===== src/rtl/conv_ctrl.sv =====
// conv_ctrl: address/handshake sequencer for a square 2-D convolution.
// Optional CONV_CTRL_PERF_EN adds a busy-cycle counter on perf_cycles.
module conv_ctrl #(
  parameter int ADDR_W = 20,
  parameter int DIM_W  = 8
) (
  input  logic              clk,
  input  logic              rst,
  input  logic              start,
  input  logic [DIM_W-1:0]  conv_i,
  input  logic [DIM_W-1:0]  core_i,
  input  logic [DIM_W-1:0]  stride,
  input  logic              out_ready,
  output logic [ADDR_W-1:0] cnt_loc,
  output logic [ADDR_W-1:0] core_loc,
  output logic              mac_clr,
  output logic              mac_en,
  output logic              out_valid,
  output logic [DIM_W-1:0]  out_row,
  output logic [DIM_W-1:0]  out_col,
  output logic              busy,
  output logic              done,
  output logic              cfg_err
`ifdef CONV_CTRL_PERF_EN
  ,
  output logic [31:0]       perf_cycles
`endif
);

  localparam int AW = (ADDR_W > 2*DIM_W+2) ? ADDR_W : 2*DIM_W+2;

  localparam logic [2:0] S_IDLE  = 3'd0;
  localparam logic [2:0] S_CHECK = 3'd1;
  localparam logic [2:0] S_MAC   = 3'd2;
  localparam logic [2:0] S_DRAIN = 3'd3;
  localparam logic [2:0] S_EMIT  = 3'd4;
  localparam logic [2:0] S_FIN   = 3'd5;

  localparam logic [DIM_W-1:0] ONE = DIM_W'(1);

  logic [2:0]       r_state;
  logic [DIM_W-1:0] r_n;
  logic [DIM_W-1:0] r_k;
  logic [DIM_W-1:0] r_s;
  logic [DIM_W-1:0] r_m;
  logic [DIM_W-1:0] r_row;
  logic [DIM_W-1:0] r_col;
  logic [DIM_W-1:0] r_ky;
  logic [DIM_W-1:0] r_kx;
  logic             r_mac_en;
  logic             r_mac_clr;
  logic             r_cfg_err;

  logic             w_cfg_bad;
  logic [DIM_W-1:0] w_div;
  logic [DIM_W-1:0] w_m;
  logic             w_kx_last;
  logic             w_ky_last;
  logic             w_col_last;
  logic             w_row_last;
  logic [AW-1:0]    w_y;
  logic [AW-1:0]    w_x;
  logic [AW-1:0]    w_cnt;
  logic [AW-1:0]    w_core;
  logic             w_addr_on;
  logic             w_emit;

  assign w_cfg_bad = (r_k == '0) || (r_s == '0) || (r_k > r_n);
  // Division is only consumed when the config is legal; guard S==0 anyway.
  assign w_div = (r_s == '0) ? '0 : (r_n - r_k) / r_s;
  assign w_m   = w_div + ONE;

  assign w_kx_last  = (r_kx == r_k - ONE);
  assign w_ky_last  = (r_ky == r_k - ONE);
  assign w_col_last = (r_col == r_m - ONE);
  assign w_row_last = (r_row == r_m - ONE);

  assign w_y    = AW'(r_row) * AW'(r_s) + AW'(r_ky);
  assign w_x    = AW'(r_col) * AW'(r_s) + AW'(r_kx);
  assign w_cnt  = w_y * AW'(r_n) + w_x + AW'(1);
  assign w_core = AW'(r_ky) * AW'(r_k) + AW'(r_kx) + AW'(1);

  // Tap counters freeze on the last tap, so DRAIN/EMIT hold the last address.
  assign w_addr_on = (r_state == S_MAC) || (r_state == S_DRAIN) ||
                     (r_state == S_EMIT);
  assign w_emit    = (r_state == S_EMIT);

  assign cnt_loc   = w_addr_on ? w_cnt[ADDR_W-1:0]  : '0;
  assign core_loc  = w_addr_on ? w_core[ADDR_W-1:0] : '0;
  assign mac_en    = r_mac_en;
  assign mac_clr   = r_mac_clr;
  assign out_valid = w_emit;
  assign out_row   = w_emit ? r_row : '0;
  assign out_col   = w_emit ? r_col : '0;
  assign busy      = (r_state != S_IDLE);
  assign done      = (r_state == S_FIN);
  assign cfg_err   = r_cfg_err;

  always_ff @(posedge clk) begin
    if (rst) begin
      r_state   <= S_IDLE;
      r_n       <= '0;
      r_k       <= '0;
      r_s       <= '0;
      r_m       <= '0;
      r_row     <= '0;
      r_col     <= '0;
      r_ky      <= '0;
      r_kx      <= '0;
      r_mac_en  <= 1'b0;
      r_mac_clr <= 1'b0;
      r_cfg_err <= 1'b0;
    end else begin
      r_mac_en  <= (r_state == S_MAC);
      r_mac_clr <= (r_state == S_MAC) && (r_kx == '0) && (r_ky == '0);
      r_cfg_err <= 1'b0;
      unique case (r_state)
        S_IDLE: begin
          if (start) begin
            r_n     <= conv_i;
            r_k     <= core_i;
            r_s     <= stride;
            r_state <= S_CHECK;
          end
        end
        S_CHECK: begin
          if (w_cfg_bad) begin
            r_cfg_err <= 1'b1;
            r_state   <= S_IDLE;
          end else begin
            r_m     <= w_m;
            r_row   <= '0;
            r_col   <= '0;
            r_ky    <= '0;
            r_kx    <= '0;
            r_state <= S_MAC;
          end
        end
        S_MAC: begin
          if (!w_kx_last) begin
            r_kx <= r_kx + ONE;
          end else if (!w_ky_last) begin
            r_kx <= '0;
            r_ky <= r_ky + ONE;
          end else begin
            r_state <= S_DRAIN;
          end
        end
        S_DRAIN: begin
          r_state <= S_EMIT;
        end
        S_EMIT: begin
          if (out_ready) begin
            r_kx <= '0;
            r_ky <= '0;
            if (w_col_last) begin
              r_col <= '0;
              if (w_row_last) begin
                r_state <= S_FIN;
              end else begin
                r_row   <= r_row + ONE;
                r_state <= S_MAC;
              end
            end else begin
              r_col   <= r_col + ONE;
              r_state <= S_MAC;
            end
          end
        end
        S_FIN: begin
          r_state <= S_IDLE;
        end
        default: begin
          r_state <= S_IDLE;
        end
      endcase
    end
  end

`ifdef CONV_CTRL_PERF_EN
  logic [31:0] r_perf;

  // FIN is excluded so the count freezes at the value shown with done.
  always_ff @(posedge clk) begin
    if (rst) begin
      r_perf <= '0;
    end else if ((r_state == S_IDLE) && start) begin
      r_perf <= '0;
    end else if (busy && (r_state != S_FIN)) begin
      r_perf <= r_perf + 32'd1;
    end
  end

  assign perf_cycles = r_perf;
`endif

endmodule


===== config.mk =====
export PLATFORM = sky130hd
export DESIGN_NAME = conv_ctrl
export DESIGN_NICKNAME = d
export VERILOG_FILES = /design/src/rtl/conv_ctrl.sv
export SDC_FILE = /design/constraint.sdc
export NUM_CORES = 1
export LEC_CHECK = 0
export BUFFER_PORTS_ARGS = -buffer_cell sky130_fd_sc_hd__buf_2
export CAP_MARGIN = 20
export CORE_MARGIN = 3
export CORE_UTILIZATION = 65
export DETAILED_ROUTE_END_ITERATION = 6
export PLACE_DENSITY = 0.81
export RECOVER_POWER = 50
export SLEW_MARGIN = 20
export SYNTH_ARGS = -nofsm -noshare
export SYNTH_HDL_FRONTEND = slang
export SYNTH_SLANG_ARGS = --single-unit

===== constraint.sdc =====
create_clock -name clk -period 32.7 [get_ports clk]
set_input_delay 4.905 -clock clk [delete_from_list [all_inputs] [get_ports clk]]
set_output_delay 4.905 -clock clk [all_outputs]
set_load 0.005 [all_outputs]

# == After elaboration in Yosys (flattened, before gate mapping) ==
# Cells that the tools add are included.
# classes
n_addsub,14
mul,4
div_mod_pow,1
n_lt_le_gt_ge,1
n_eq_ne,18
muxes,29
bitwise_logic,2
n_reduce_logical,22
# ops
cell,n
$mux 8,14
$add 16x8->17,3
$mul 8x8->16,3
$pmux 8 s3,2
$add 8x1->8 const B,5
$eq 8x8->1,4
$logic_not 8->1,4
$pmux 8 s2,2
$add 20x1->20 const B,1
$add 20x17->20,1
$mul 17x8->20,1
$mux 20,1
$add 17x1->18 const B,1
$mux 18,1
$mux 3,6
$ne 2x2->1 const B,8
$sub 8x1->8 const B,2
$pmux 3 s5,1
$reduce_and 5->1,2
$div 8x8->8,1
$gt 8x8->1,1
$reduce_and 4->1,2
$sub 8x8->8,1
$eq 3x2->1 const B,2
other kinds (14),22
# word_totals
reg_bits,70
input_bits,28
output_inout_bits,62
word_cells,103

# == Depth between registers and ports, before layout ==
# Gate-level depths: netlist (run 1).
# logic_depth
depth_word,6
depth_mapped,74

# == Worst setup path after synthesis (run 1) ==
# OpenSTA, ideal clock, no wires.
# synth_path
path_kind,flip-flop to output port
startpoint,register r_s[7]
endpoint,output port cnt_loc[19]
arrival_time_ps,9474
path_slack_ps,18321
stages_incl_launch_ff,35
path_buffers,2
cell_sequence,dfxtp_1 -> clkbuf_1 -> buf_1 -> nand2_1 -> fa_1 -> fa_1 -> inv_1 -> fa_1 -> fa_1 -> ha_1 -> or3_1 -> o211ai_1 -> o21a_1 -> nor4_1 -> or3_1 -> and2_1 -> fa_1 -> inv_1 -> fa_1 -> inv_1 -> ha_1 -> inv_1 -> fa_1 -> inv_1 -> fa_1 -> fa_1 -> ha_1 -> a21o_1 -> a21oi_1 -> o21ai_0 -> a21o_1 -> a21oi_1 -> o31ai_1 -> xnor3_1 -> o311ai_0
# synth_via
elab_chain_cells,6
elab_cells_between_ends,8
# synth_lines
element,line,rtl
"start, declared",44,logic [DIM_W-1:0] r_s;
"start signal, assigned",122,r_s <= stride;
$mul 8x8->16,78,assign w_y = AW'(r_row) * AW'(r_s) + AW'(r_ky);
$add 16x8->17,78,
$mul 17x8->20,80,assign w_cnt = w_y * AW'(r_n) + w_x + AW'(1);
$add 20x17->20 *,80,
$add 20x1->20 *,80,
$mux 20 *,88,assign cnt_loc = w_addr_on ? w_cnt[ADDR_W-1:0] : '0;
"end, declared",14,"output logic [ADDR_W-1:0] cnt_loc,"
# Mark *: on every way between the ends. The rest lies on a longest branch, timed or not.

# == Final worst setup path (run 1) ==
# Same ends and word-level chain as after synthesis.

==> reports/results.ini, run 1 <==
[job]
cap_violations=1

[setup_path]
crit_path_start_kind=flip-flop
r2r_slack_ns=17.16
max_stage_delay_ns=0.97
worstReg2RegStart=r_k[1]$_SDFFE_PP0P_
criticalPathCategory=flip-flop to primary output
cp_max_fo=20
arrival_ns=11.29
slowest_stage=dfxtp_1
cp-end-kind=primary output
r2r_cells=72
crit_top_cell=fa_1
worstPathRequired_ns=27.79
reg2reg_to=r_m[6]$_SDFFE_PP0P_

[timing]
tns_ns=0
tightest_slew_ns=2.24
rsz0062_at_grt=no
drv_slew=50
relSlewSlack_pct=-49.2
fmaxAchievable_mhz=61.8
post-route-period-util_pct=49.5
min_period_ns=16.19
setup_viol=0
hold_violations=0
fin_skew_ns=0.00653

[hold_path]
worstHoldEndpoint=r_m[4]$_SDFFE_PP0P_
min_path_cells=2
holdCritStartpoint=r_m[4]$_SDFFE_PP0P_
hold_class=flip-flop to flip-flop

[cts]
clock_insertion_delay_worst_skew_ns=0.34
cts_tree=built
clockBufferDepth=2
cts_sinks=70
cts_resized=0
htree_levels=3
path_clk_slew_ns=0.05
cts_root_buf=clkbuf_16
ctsHoldBuffers=0
cts_setup_buffers=0
numCtsBuffers=9

[global_route]
grt_usage_pct=30.8
antenna_found_initial=0
grt_pass1_wl_um=71500
grt.overflow.total=0
grt_pass1_vias=14500
grt_max_degree=50

[yosys]
yosys_register_bits=70
synth-edff-count=0
yosys_most_used_dff=dfxtp_1
synth_top_area_share_pct=28.1
yosysUniqueCellTypes=74
yosys-top-cells-area=fa_1 (28%), ha_1 (16%), dfxtp_1 (8.2%)
yosysWarnings=0
syn_avg_cell_area_um2=8.17
ys_seq_area_share_pct=8.20
yosysTopAreaCell=fa_1
synth_area_um2=17100
syn_inst=2093
async_flop_share_pct=0

[finish]
drive_gt1_share_pct=6.38
final_common_cell=inv_1
fill_cells=2034
design_area_um2=17900
fin_nets=2595
layout_common_cells=inv_1 (358), nand2_1 (288), fa_1 (240), ha_1 (217), nor2_1 (134)
n_antenna_cell=0
area_growth_pct=4.70

[detailed_routing]
vias_per_cell=5.87
ant_nets=0
drc=0
vias=14400
drt_iter0_markers=1394
drt_first_pass_iters=6
wl_um=42600
wl_per_cell_um=17.4

[die]
io_pins=90
rows=58
start_util_pct=66.9
chipWidth_um=168
die_h_um=168
dieArea_um2=28300
coreArea_um2=25500

[pwr]
power.density_nw_per_um2=86.5
total_power_mw=1.55
p_leak_nw=9.00
ir_drop_mv=0.538

[place]
hpwl_um=34400
postPlaceCellArea_um2=17600
gp_congestion=0.935
io_buffers=87

[run_status]
status=complete, but fails checks
violations=capacitance limit, slew limit

-- sequential cells by signal, indices dropped and copies added (netlist names) --
register	cells
r_row	8
r_state	3
r_k	8
cfg_err	1
r_m	8
r_kx	8
r_n	8
r_ky	8
mac_en	1
r_s	8
mac_clr	1
r_col	8
-- cell usage after synthesis, types with 20 or more instances --
library cell and count:
fa_1 240, and2_1 120, ha_1 217, nand2_1 288, a21oi_1 91, clkbuf_1 74
nor3_1 39, xnor2_1 75, o21ai_0 47, nand3_1 28, or3_1 22, dfxtp_1 70
and3_1 27, inv_1 358, xor2_1 29, nor2_1 134, o21a_1 20
-- area by class of cell --
cell class | count | area (um^2) | share of cell area [%]
clock inverters | 4 | 22.5 | 0.126
multi-input cells | 1575 | 14000 | 78.1
flip-flops and latches | 70 | 1400 | 7.83
clock buffers | 12 | 246 | 1.38
inverters | 359 | 1350 | 7.53
repair buffers | 95 | 493 | 2.75
well taps | 330 | 413 | 2.31
-- routing by layer --
layer  GRT usage [%]  wire [um]  vias to the layer above  part of all wire (%)
met2            49.6      19800                      637                    46
met1            43.4      18000                     6936                    42
li1                -          -                     6694                     -
met4            8.04       1250                        0                   2.9
met5               0          0                        -                     0
met3            5.33       3610                       97                   8.5
-- power breakdown --
| part | switching (mW) | internal [mW] | leakage, nW | total [mW] |
|---|---|---|---|---|
| registers | 0.0148 | 0.0898 | 0.568 | 0.105 |
| clock network | 0.0373 | 0.0530 | 0.132 | 0.0903 |
| logic | 0.761 | 0.592 | 8.30 | 1.35 |
-- how the worst max path moves through the flow --
stage / from / endpoint / cells after the start
finish: r_s[7]$_SDFFE_PP0P_ / cnt_loc[19] / 29
global route: r_k[1]$_SDFFE_PP0P_ / r_m[4]$_SDFFE_PP0P_ / 72
CTS: r_s[7]$_SDFFE_PP0P_ / cnt_loc[19] / 29
detailed placement: r_s[7]$_SDFFE_PP0P_ / cnt_loc[19] / 29
global placement: r_s[7]$_SDFFE_PP0P_ / cnt_loc[19] / 29
floorplan: r_s[7]$_SDFFE_PP0P_ / cnt_loc[19] / 34
-- critical path, delay by kind of cell, from the launching register on --
| kind | cells | cell delay, ns |
|---|---|---|
| buffers and inverters | 5 | 0.39 |
| DFF | 1 | 0.97 |
| adders and majority gates | 12 | 5.96 |
| and+or+nand+nor | 6 | 0.99 |
| xor gates and xnor gates | 2 | 1.18 |
| AOI/OAI and AO/OA | 4 | 1.47 |
-- logic make-up after synthesis --
kind of cell | after synthesis | share of synthesized area, %
other | 1 | 0.0219
adders and majority gates | 457 | 44.0
DFF | 70 | 8.20
AOI/OAI and AO/OA | 260 | 9.73
xor gates and xnor gates | 113 | 6.51
muxes | 14 | 0.871
and+or+nand+nor | 729 | 20.6
buffers and inverters | 449 | 10.1
-- stage by stage --
| step | cells | hold WS (ns) | utilization, % | worst slack, ns |
|---|---|---|---|---|
| floorplan | 2094 | 0.472 | - | 18.32 |
| global route | 2445 | 0.553 | 70.1 | 15.68 |
| global placement | 2428 | 0.513 | 69.0 | 17.26 |
| finish | 2445 | 0.530 | 70.1 | 16.51 |
| detailed placement | 2428 | 0.522 | 69.0 | 17.04 |
| CTS | 2444 | 0.525 | 70.1 | 16.59 |
(Power assumes the default switching activity.)
==> run 2: changes to the inputs <==
Clock period 32.7 ns to 15.4 ns, I/O delays scaled along.
==> run 2 against run 1 <==
Core utilization increased by 0.76 points. Global-route usage increased by 0.53 points. Clock skew increased by 0.0014 ns. Clock power increased to 2.8 times the previous value. First-iteration DRC count decreased by 6.0%. The run still ends with capacitance limit, slew limit left. Critical path depth increased by 37. Cell area increased by 1.1%. Power increased by 130%. Register-to-register slack got worse by 16 ns. Clock-buffer cell count decreased by 1.
==> reports/results.ini, run 2 (synthesized netlist as in run 1, its figures left out) <==
[cts]
cts_sinks=70  ; unchanged
path_clk_slew_ns=0.06  ; about the same
ctsHoldBuffers=0  ; unchanged
clock_insertion_delay_worst_skew_ns=0.35  ; about the same
clockBufferDepth=2  ; unchanged
cts_root_buf=clkbuf_16
htree_levels=3  ; unchanged
numCtsBuffers=9  ; unchanged
cts_tree=built

[timing]
tns_ns=0  ; unchanged
drv_slew=1  ; -98%
fmaxAchievable_mhz=69.7
post-route-period-util_pct=93.2
worst_slack_ns=1.05  ; -15.46 ns
hold_violations=0  ; unchanged
min_period_ns=14.35
relSlewSlack_pct=-0.710  ; +48 points
tightest_slew_ns=1.50  ; -0.739 ns
setup_viol=0  ; unchanged
fin_skew_ns=0.00794  ; +0.00141 ns

[setup_path]
crit_path_start_kind=flip-flop
cp_num_cells=66  ; +130%
setup.worst_path.start=r_n[2]$_SDFFE_PP0P_
cp_num_buf_inv=3  ; -2
arrival_ns=14.62  ; +3.33 ns
cp-end-kind=flip-flop
critPathTopFamily=compound AO/OA/AOI/OAI gates
cp_max_fo=19  ; -5.0%
r2r_cells=66  ; -8.3%
worstPathRequired_ns=15.67  ; -12.12 ns
max_stage_delay_ns=0.81  ; -0.16 ns
slowest_stage=dfxtp_1
criticalPathCategory=flip-flop to flip-flop
worstReg2RegStart=r_n[2]$_SDFFE_PP0P_

[global_route]
antenna_found_initial=0  ; unchanged
grt_pass1_vias=14400  ; -0.83%
grt_usage_pct=31.3  ; +0.53 points
grt_max_degree=50  ; unchanged
grt.overflow.total=0  ; unchanged
grt_pass1_wl_um=72400  ; +1.2%

[pwr]
ir_drop_mv=1.25  ; +130%
p_leak_nw=9.09  ; +0.97%
power.density_nw_per_um2=199  ; +130%

[detailed_routing]
wl_um=43100  ; +1.2%
drt_first_pass_iters=5  ; -1
drc=0  ; unchanged
vias=14500  ; +0.62%
ant_nets=0  ; unchanged
drt_iter0_markers=1310  ; -6.0%
wl_per_cell_um=17.6  ; +0.77%
vias_per_cell=5.89  ; +0.21%

[place]
io_buffers=87  ; unchanged
hpwl_um=34700  ; +0.91%
preCtsSetupSlack_ns=0.287  ; -16.75 ns
gp_congestion=0.932  ; -0.42%
placed_cells=2436  ; +0.33%

[hold_path]
hold_class=flip-flop to flip-flop
holdCritStartpoint=r_m[1]$_SDFFE_PP0P_
min_path_cells=2  ; unchanged

[die]
io_pins=90  ; unchanged
die_h_um=168  ; unchanged
rows=58  ; unchanged
coreArea_um2=25500  ; unchanged
start_util_pct=66.9  ; unchanged
dieArea_um2=28300  ; unchanged
chipWidth_um=168  ; unchanged

[finish]
fin_nets=2605  ; +0.39%
area_growth_pct=5.84
fill_cells=2033  ; -0.049%
instances_no_fill=2455  ; +0.41%
multi_input_area_um2=14000  ; +0.19%
final_common_cell=inv_1
n_antenna_cell=0  ; unchanged
drive_gt1_share_pct=7.11  ; +0.72 points
layout_common_cells=inv_1 (358), nand2_1 (288), fa_1 (240), ha_1 (217), nor2_1 (134)
final-seq-area_um2=1410  ; +0.54%

[job]
cap_violations=1  ; unchanged

[run_status]
violations=capacitance limit, slew limit
status=complete, but fails checks

## run 2: cell types whose count changed in the layout (fill, tap and decap cells not counted), moves of 2 or more
cell       change
dfxtp_2        +3
clkinv_2       -3
bufinv_16      +3
dfxtp_1        -4
buf_4         +10
buf_2          -2
## run 2: cell type report
cell class	instances	share of cell area, %
Clock buffer	11	1.40
Clock inverter	5	0.581
Inverter	359	7.45
Multi-Input combinational cell	1575	77.4
Sequential cell	70	7.79
Tap cell	330	2.28
Timing Repair Buffer	105	3.13
## run 2: timing repair
action,4_1_cts,5_1_grt
buffers inserted,0,3
resized for setup,0,16
endpoints found under the setup margin,0,8
## run 2: metrics by stage
| step | instance area [um^2] | utilization, % | total power, mW | hold slack, ns |
|---|---|---|---|---|
| 6_report | 18100 | 70.8 | 3.59 | 0.537 |
| 2_1_floorplan | 17100 | - | 2.50 | 0.472 |
| 3_3_place_gp | 17700 | 69.2 | 2.89 | 0.514 |
| 5_1_grt | 18100 | 70.8 | 3.97 | 0.573 |
| 4_1_cts | 18000 | 70.6 | 3.32 | 0.530 |
| 3_5_place_dp | 17700 | 69.2 | 3.05 | 0.522 |
## run 2: per-layer routing
metal	vias to the layer above	track usage, %	wire, um
li1	6711	-	-
met1	6954	44.3	18500
met2	687	48.6	19300
met3	101	6.60	4000
met4	0	9.75	1420
met5	-	0	0
## run 2: power breakdown
group / leakage [nW] / internal [mW] / switching, mW / total [mW]
clock: 0.168 / 0.167 / 0.0880 / 0.255
sequential: 0.570 / 0.191 / 0.0244 / 0.215
combinational: 8.35 / 1.41 / 1.72 / 3.12
total: 9.09 / 1.77 / 1.83 / 3.59
## run 2: worst paths after layout
| check | to | slack [ns] |
|---|---|---|
| worst min-delay path | r_m[1]$_SDFFE_PP0P_ | 0.54 |
| worst min register to register | r_m[1]$_SDFFE_PP0P_ | 0.54 |
| worst max register to register | r_m[4]$_SDFFE_PP0P_ | 1.05 |
| worst max-delay path | r_m[4]$_SDFFE_PP0P_ | 1.05 |
## run 2: worst register-to-register path: cells and delay by family (launching register included)
family	cells	cell delay, ns
AO/OA/AOI/OAI	33	6.57
adder cells (fa/ha/maj)	10	2.85
AND/OR/NAND/NOR	16	2.56
flip-flops	1	0.81
multiplexers	2	0.70
buffers and inverters	3	0.55
XOR/XNOR	2	0.27
